--- src/rtl/rs_syndrome_calc_if.sv ---
// Symbol-in / syndrome-out bundle between the received-symbol source, the syndrome
// stage and the key-equation solver.
interface rs_syndrome_calc_if #(
    parameter int unsigned NSYN = 6
);
    logic                  in_valid;
    logic [4:0]            in_symbol;
    logic                  out_valid;
    logic [5*NSYN-1:0]     out_syndromes;
    logic                  out_error;
    logic                  busy;

    // Symbol source side
    modport master (
        output in_valid,
        output in_symbol,
        input  out_valid,
        input  out_syndromes,
        input  out_error,
        input  busy
    );

    // Syndrome calculator side
    modport slave (
        input  in_valid,
        input  in_symbol,
        output out_valid,
        output out_syndromes,
        output out_error,
        output busy
    );
endinterface

--- src/rtl/rs_syndrome_calc.sv ---
// RS(31,k) syndrome stage over GF(2^5), p(x) = x^5 + x^2 + 1.
// Horner-evaluates r(alpha^j), j = 1..NSYN, one symbol per valid cycle, highest degree first.
module rs_syndrome_calc #(
    parameter int unsigned N    = 31,
    parameter int unsigned NSYN = 6
) (
    input  logic              clock,
    input  logic              reset,
    rs_syndrome_calc_if.slave bus
);
    localparam int unsigned     CW      = $clog2(N);
    localparam logic [CW-1:0]   LastCnt = CW'(N - 1);

    logic [CW-1:0]      count_q, count_d;
    logic [4:0]         acc_q [NSYN];
    logic [4:0]         acc_d [NSYN];
    logic [4:0]         acc_mul [NSYN];
    logic [5*NSYN-1:0]  acc_flat;
    logic [5*NSYN-1:0]  syn_q, syn_d;
    logic               valid_q, valid_d;
    logic               err_q, err_d;
    logic               last_sym;

    // Multiply by alpha: shift, fold x^5 back as x^2 + 1.
    function automatic logic [4:0] mul_alpha(input logic [4:0] a);
        return {a[3:0], 1'b0} ^ (a[4] ? 5'b00101 : 5'b00000);
    endfunction

    // Multiply by alpha^p; p is an elaboration constant, so this flattens to an XOR network.
    function automatic logic [4:0] mul_alpha_pow(input logic [4:0] a, input int unsigned p);
        logic [4:0] r;
        r = a;
        for (int unsigned k = 0; k < p; k++) begin
            r = mul_alpha(r);
        end
        return r;
    endfunction

    for (genvar g = 0; g < NSYN; g++) begin : g_mul
        assign acc_mul[g] = mul_alpha_pow(acc_q[g], g + 1);
    end

    assign last_sym = bus.in_valid && (count_q == LastCnt);

    // Next-state for the symbol counter and the Horner accumulators.
    always_comb begin
        count_d = count_q;
        for (int j = 0; j < NSYN; j++) begin
            acc_d[j] = acc_q[j];
        end
        if (bus.in_valid) begin
            count_d = last_sym ? '0 : count_q + 1'b1;
            for (int j = 0; j < NSYN; j++) begin
                // First symbol of a block overwrites whatever the previous block left.
                acc_d[j] = (count_q == '0) ? bus.in_symbol : (acc_mul[j] ^ bus.in_symbol);
            end
        end
    end

    // Next-state for the output holding registers; they only move on block completion.
    always_comb begin
        acc_flat = '0;
        for (int j = 0; j < NSYN; j++) begin
            acc_flat[5*j +: 5] = acc_d[j];
        end
        valid_d = last_sym;
        syn_d   = last_sym ? acc_flat : syn_q;
        err_d   = last_sym ? (|acc_flat) : err_q;
    end

    // State and output registers, synchronous active-high reset.
    always_ff @(posedge clock) begin
        if (reset) begin
            count_q <= '0;
            for (int j = 0; j < NSYN; j++) begin
                acc_q[j] <= '0;
            end
            syn_q   <= '0;
            valid_q <= 1'b0;
            err_q   <= 1'b0;
        end else begin
            count_q <= count_d;
            for (int j = 0; j < NSYN; j++) begin
                acc_q[j] <= acc_d[j];
            end
            syn_q   <= syn_d;
            valid_q <= valid_d;
            err_q   <= err_d;
        end
    end

    assign bus.out_valid     = valid_q;
    assign bus.out_syndromes = syn_q;
    assign bus.out_error     = err_q;
    assign bus.busy          = (count_q != '0);
endmodule

--- src/flat_wrapper.sv ---
// flat-port wrapper written by rule: the top's interface ports become plain ports
module rs_syndrome_calc_flat 
#(
    parameter int unsigned N    = 31,
    parameter int unsigned NSYN = 6
)
  (clock, reset, bus_in_valid, bus_in_symbol, bus_out_valid, bus_out_syndromes, bus_out_error, bus_busy);
  rs_syndrome_calc_if #(.NSYN(NSYN)) bus_i ();
  input  logic clock;
  input  logic reset;
  input wire logic [$bits(bus_i.in_valid)-1:0] bus_in_valid;
  input wire logic [$bits(bus_i.in_symbol)-1:0] bus_in_symbol;
  output wire logic [$bits(bus_i.out_valid)-1:0] bus_out_valid;
  output wire logic [$bits(bus_i.out_syndromes)-1:0] bus_out_syndromes;
  output wire logic [$bits(bus_i.out_error)-1:0] bus_out_error;
  output wire logic [$bits(bus_i.busy)-1:0] bus_busy;
  assign bus_i.in_valid = bus_in_valid;
  assign bus_i.in_symbol = bus_in_symbol;
  assign bus_out_valid = bus_i.out_valid;
  assign bus_out_syndromes = bus_i.out_syndromes;
  assign bus_out_error = bus_i.out_error;
  assign bus_busy = bus_i.busy;
  rs_syndrome_calc #(.N(N), .NSYN(NSYN)) u_core (.clock(clock), .reset(reset), .bus(bus_i));
endmodule
--- config.mk ---
export PLATFORM = sky130hd
export DESIGN_NAME = rs_syndrome_calc_flat
export DESIGN_NICKNAME = d
export VERILOG_FILES = /design/src/rtl/rs_syndrome_calc_if.sv /design/src/rtl/rs_syndrome_calc.sv /design/src/flat_wrapper.sv
export SDC_FILE = /design/constraint.sdc
export NUM_CORES = 1
export LEC_CHECK = 0
export ABC_AREA = 1
export CAP_MARGIN = 30
export CORE_UTILIZATION = 56
export DETAILED_ROUTE_END_ITERATION = 6
export PLACE_DENSITY = 0.78
export SETUP_SLACK_MARGIN = 0.5
export SLEW_MARGIN = 25
export SYNTH_ARGS = -nofsm -noshare
export SYNTH_HDL_FRONTEND = slang
export SYNTH_SLANG_ARGS = --single-unit
--- constraint.sdc ---
create_clock -name clock -period 1.9 [get_ports clock]
set_clock_uncertainty 0.05 [all_clocks]
set_input_delay 0.38 -clock clock [delete_from_list [all_inputs] [get_ports clock]]
set_output_delay 0.38 -clock clock [all_outputs]
set_load 0.01 [all_outputs]
==> metrics, run 1 <==
Final nets=644; Min-Delay Path Class=reg -> reg; Die Footprint=6510 µm²; Worst Path Max Fanout=6; H-tree level count=3; synth top area cells=dfxtp_1 39%, nand2_1 20%, nand3_1 14%, inv_1 5.5%, nor2_1 5.1%; data required time of the critical path=2.12 ns; root buffer cell=clkbuf_8; fin. max-slew vios=0; layout cells sized above 1=0.356; input/output buffers=40; routability cong.=0.911; crit path DAT=2.36 ns; Post-Syn Nets=552; Synth Warn #=0; WL/cell=17.6 µm; Row Count=28; register area=1350 µm²; mapped cell area=3470 µm²; Post-DP Area=4310 µm²; Fillers=349; GRT Overall Usage=0.370; vias per inst=5.88; Post-Syn Instances=541; gr ovfl total=0; CP peak stage delay=0.33 ns; final setup margin=-0.232 ns; largest net degree at the start of global routing=34; met3 wire length=1230 µm; Final Hold Vio Count=0; Setup crit start kind=flop; Cell Count, Final, Fillers Out=712; Final Critical Period=2.13 ns; VDD IR max=634 µV; CTS buffer count=9; Post-Syn Area per Cell=6.41 µm²; CP Capture Type=flop; # diodes=0; via count=4185; critical path's slowest cell=dfxtp_2; status=finished with violations; first-pass GRT wire length=18100 µm; number of synthesized flops with an enable pin=0; clock-pin slew on the worst setup and hold paths=0.08 ns; cell chain of the critical path=inv_2 -> ha_4 -> inv_2 -> nor2_4 -> nand2_4 -> buf_6 -> buf_16 -> nand4_1 -> nand3_2 -> nand2_4 -> nand3_2 -> nor2_2 -> nand3_2 -> nand2_1 -> inv_1; initial antenna violation count=0; area grow syn2layout=48.1%; CP Class=reg -> reg; # DRC=0; First-pass DRT Iterations=6; most common cell after layout, fill and taps aside=nand2_1; post-DP HPWL=7080 µm; leading area contributor after synthesis=dfxtp_1; fmax=469 MHz; antenna-violating nets left=0; Top FF cell, synth=dfxtp_1; Ports=41; Final Setup Violations=5; post-placement cell count=683; Leak Pwr=2.39 nW; fin area=5130 µm²; Seq cells post-synth=67; Top delay family on crit path=simple AND/OR/NAND/NOR gates; CTS sink cnt=67; met1 wire length=4590 µm; Power Density=758 nW/µm²; CTS max path bufs=2; highest metal used=met4; sequential area share after synthesis=0.387; Starting Density=0.582; DRC marker count from the first detailed-route iteration=459; Max Cap Viol=0; Clock Latency Late Sink=0.36 ns; Core ar.=5960 µm²; Worst Max-Slew Pin Slew=0.458 ns; Die Ht=80.7 µm; async set-reset flop share out of synthesis=0; Netlist cell types=25; RSZ-0062 raised after global routing=true; post-synth top area share=0.387; CTS tree=yes; WP buf/inv=5; Most common cell on crit path=nand3_2; Die Wd=80.7 µm; Final Cycle Share=1.12; failing checks=negative setup slack; Multi-input gate area=2230 µm²; commonest non-fill, non-tap cells in the layout=142 x nand2_1, 64 x nand3_1, 63 x dfxtp_1, 41 x buf_4, 40 x inv_1; Slew headroom=0.695; DR WL met2=5890 µm; Routed WL=12500 µm; vias in the first global route=3849
## cells in the mapped netlist, types with 3 or more instances
cell      count
nand2_2       3
dfxtp_1      67
buf_2         5
buf_6         4
nand4_1       5
ha_1          3
nand3_1      99
xor2_1        5
nand2_1     182
o21ai_0      31
nor2_1       47
clkbuf_1     16
and2_1        7
a21oi_1       3
inv_1        51
## cell type report
class / instances / share of cell area
repair buffers: 109 / 0.206
inverters: 52 / 0.0390
clock buffers: 11 / 0.0295
well taps: 75 / 0.0183
clock inverters: 4 / 0.00975
flip-flops and latches: 67 / 0.262
multi-input cells: 394 / 0.435
## metal layers
metal  up-vias  track usage
li1       1904            -
met1      1882        0.432
met2       300        0.615
met3        99       0.0841
met4         0        0.218
met5         -            0
## logic make-up after synthesis
| group | share of synthesized area |
|---|---|
| buffers and inverters | 0.0993 |
| adders and majority gates | 0.0108 |
| DFF | 0.387 |
| xor gates and xnor gates | 0.0126 |
| and+or+nand+nor | 0.439 |
| AOI/OAI and AO/OA | 0.0516 |
## final timing paths
path / to / cells after the start / slack [ns] / from
worst max-delay path: u_core.bus.out_error / 15 / -0.23 / u_core.count_q[1]
worst min-delay path: u_core.bus.out_syndromes[29] / 2 / 0.42 / u_core.bus.out_syndromes[29]
worst max register to register: u_core.bus.out_error / 15 / -0.23 / u_core.count_q[1]
worst min register to register: u_core.bus.out_syndromes[29] / 2 / 0.42 / u_core.bus.out_syndromes[29]
## flip-flops by register name, summed over array words and instances (netlist names)
signal / flops
u_core.acc_q: 30
u_core.bus.out_error: 1
u_core.bus.out_syndromes: 30
u_core.bus.out_valid: 1
u_core.count_q: 5
## where the power goes
group          switching [W]  total, W  internal (W)  leakage, nW
combinational       0.000639   0.00112      0.000484         1.74
clock               0.000585   0.00125      0.000668       0.0974
sequential         0.0000540   0.00151       0.00146        0.548
## timing repair
action                     in CTS  in global routing
buffers inserted                9                  2
gates cloned                    3                  0
setup endpoints to repair      96                 94
resized for setup             126                111
pin swaps                      22                 23
hold buffers                    0                  0
## tightest hold or removal path, stage by stage (launching register included)
cell	delay, ns
dfxtp_1	0.31
nand3_1	0.07
o21ai_1	0.05
## metrics by stage
stage	TNS [ns]	setup slack, ns	total power (W)	hold slack [ns]	util
finish	-0.389	-0.232	0.00389	0.424	0.862
floorplan	0	0.198	0.00200	0.448	-
CTS	-0.0372	-0.0372	0.00368	0.420	0.815
global route	-0.679	-0.276	0.00401	0.442	0.862
detailed placement	-0.243	-0.206	0.00228	0.416	0.724
global placement	-0.170	-0.170	0.00227	0.409	0.724
No activity file was read; power rests on OpenSTA's default activity.
==> run 2: changes to the inputs <==
Settings changed: CORE_ASPECT_RATIO set to 0.6.
==> run 2 against run 1 <==
  * The flow finishes with violations (design-rule violations, negative setup slack)
  * Worst hold slack improved by 0.0068 ns
  * Power rose by 6.8%
  * Setup slack lost 0.083 ns
  * Critical endpoint unchanged
  * Largest cell class unchanged
==> metrics, run 2 (synthesized netlist as in run 1, its figures left out) <==
crit path DAT=2.43 ns (+0.07 ns); layout cells sized above 1=0.373 (+0.0164); root buffer cell=clkbuf_8; commonest non-fill, non-tap cells in the layout=150 x nand2_1, 65 x nand3_1, 65 x buf_4, 61 x dfxtp_1, 45 x inv_1; failing checks=design-rule violations, negative setup slack; Psw=0.00148 W (+16%); CTS tree=yes; status=finished with violations; VDD IR max=674 µV (+6.4%); CTS buffer count=9 (unchanged); area grow syn2layout=58.1%; GRT Overall Usage=0.401 (+0.0304); Setup crit start kind=flop; Final nets=675 (+4.8%); Final Cycle Share=1.17 (+0.0439); RSZ-0062 raised after global routing=true; Die Ht=62.9 µm (-22%); H-tree level count=3 (unchanged); input/output buffers=40 (unchanged); Max Cap Viol=0 (unchanged); Power Density=758 nW/µm² (about the same); first-pass GRT wire length=20100 µm (+11%); vias per inst=6.92 (+18%); fin. max-slew vios=0 (unchanged); Routed WL=18300 µm (+47%); largest net degree at the start of global routing=32 (-5.9%); Switching Share=0.355 (+0.0268); Clock Latency Late Sink=0.37 ns (about the same); # diodes=0 (unchanged); Row Count=21 (-25%); Final Critical Period=2.22 ns (+0.0834 ns); # DRC=152 (+152); data required time of the critical path=2.11 ns (about the same); Logic pwr share=0.322 (+0.033); CP Capture Type=flop; CTS max path bufs=2 (unchanged); post-DP HPWL=7340 µm (+3.7%); Flop pwr share=0.367 (-0.022); Worst Max-Slew Pin Slew=0.464 ns (+0.00626 ns); Die Footprint=6520 µm² (+0.15%); Die Wd=104 µm (+28%); gr ovfl total=0 (unchanged); DRC marker count from the first detailed-route iteration=1106 (+140%); clock-pin slew on the worst setup and hold paths=0.08 ns (about the same); antenna-violating nets left=0 (unchanged); vias in the first global route=3918 (+1.8%); fmax=451 MHz (-3.8%); Min-Delay Path Class=reg -> reg; CTS sink cnt=67 (unchanged); Worst Path Max Fanout=11 (+5); Core ar.=5750 µm² (-3.4%); routability cong.=0.949 (+4.2%); most common cell after layout, fill and taps aside=nand2_1; Leak Pwr=2.57 nW (+7.7%); via count=5177 (+24%); Clk network pwr share=0.311 (-0.011); First-pass DRT Iterations=7 (+1); final setup margin=-0.315 ns (-0.0834 ns); Ports=41 (unchanged); WL/cell=24.5 µm (+40%); Fillers=158 (-55%); hold_buf cts=0 (unchanged); hold_ws=0.431 ns (+0.00677 ns); Slew headroom=0.691 (-0.00384); initial antenna violation count=0 (unchanged); internal power=0.00268 W (+2.5%); Starting Density=0.602 (+0.0204); CP Class=reg -> reg; Final Hold Vio Count=0 (unchanged); Final Setup Violations=22 (+17); final core utilization=0.952 (+0.0904)
==> run 2: cell count changes in the layout (fill, tap and decap cells not counted), sizes merged <==
cell | previous run | this run
clkdlybuf4s50 | 7 | 6
clkbuf | 23 | 21
buf | 70 | 100
dlygate4sd2 | 2 | 6
==> run 2: layer usage <==
layer / global-route usage / routed length [µm] / vias to the layer above
met3: 0.0970 / 3050 / 287
met2: 0.635 / 7220 / 687
met4: 0.192 / 2110 / 0
li1: - / - / 1961
met5: 0 / 0 / -
met1: 0.516 / 5970 / 2242
==> run 2: per-stage QoR <==
stage          instance area, µm²  worst slack [ns]  cells  power, W  TNS (ns)
2_1_floorplan                3490             0.198    541   0.00200         0
3_3_place_gp                 4340            -0.305    694   0.00228    -0.448
6_report                     5480            -0.315    748   0.00415     -2.30
5_1_grt                      5480            -0.362    748   0.00421     -2.99
3_5_place_dp                 4340            -0.300    694   0.00229    -0.617
4_1_cts                      4970           -0.0386    729   0.00369    -0.111
==> run 2: cell type report <==
type,instances,area [µm²],share of cell area
Inverter,52,195,0.0356
Tap cell,80,100,0.0183
Clock inverter,4,50.0,0.00913
Multi-Input combinational cell,394,2310,0.421
Sequential cell,67,1350,0.246
Timing Repair Buffer,140,1330,0.242
Clock buffer,11,151,0.0276
==> run 2: worst max-delay path, stage by stage (launching register included) <==
cell and delay [ns]:
dfxtp_2 0.34, inv_2 0.08, ha_4 0.13, inv_2 0.03, nor2_4 0.16, nand2_4 0.12
buf_4 0.21, nand2_1 0.08, nand2_1 0.07, nand3_1 0.12, nand2_1 0.13, nor2_1 0.13
nand3_1 0.11, nor2_2 0.14, nand3_1 0.09, nand2_1 0.07, inv_1 0.04
==> run 2: power groups by stage <==
| stage | clock network [W] | logic, W | registers (W) |
|---|---|---|---|
| 2_1_floorplan | 0 | 0.000476 | 0.00153 |
| 6_report | 0.00129 | 0.00134 | 0.00152 |
| 4_1_cts | 0.00123 | 0.000962 | 0.00151 |
| 3_5_place_dp | 0 | 0.000753 | 0.00154 |
| 5_1_grt | 0.00132 | 0.00136 | 0.00152 |
| 3_3_place_gp | 0 | 0.000743 | 0.00154 |
==> run 2: worst paths after layout <==
| check | from | endpoint | slack (ns) | cells after the start |
|---|---|---|---|---|
| max | u_core.count_q[0] | u_core.bus.out_error | -0.32 | 16 |
| min | u_core.bus.out_syndromes[28] | u_core.bus.out_syndromes[28] | 0.43 | 2 |
| max reg2reg | u_core.count_q[0] | u_core.bus.out_error | -0.32 | 16 |
| min reg2reg | u_core.bus.out_syndromes[28] | u_core.bus.out_syndromes[28] | 0.43 | 2 |
==> run 2: repair_timing <==
action                                  in CTS  in global routing
endpoints found under the setup margin      99                 92
gates resized for setup                    117                123
cloned                                       2                  1
pin swaps                                   33                 39
setup buffers                               18                 18
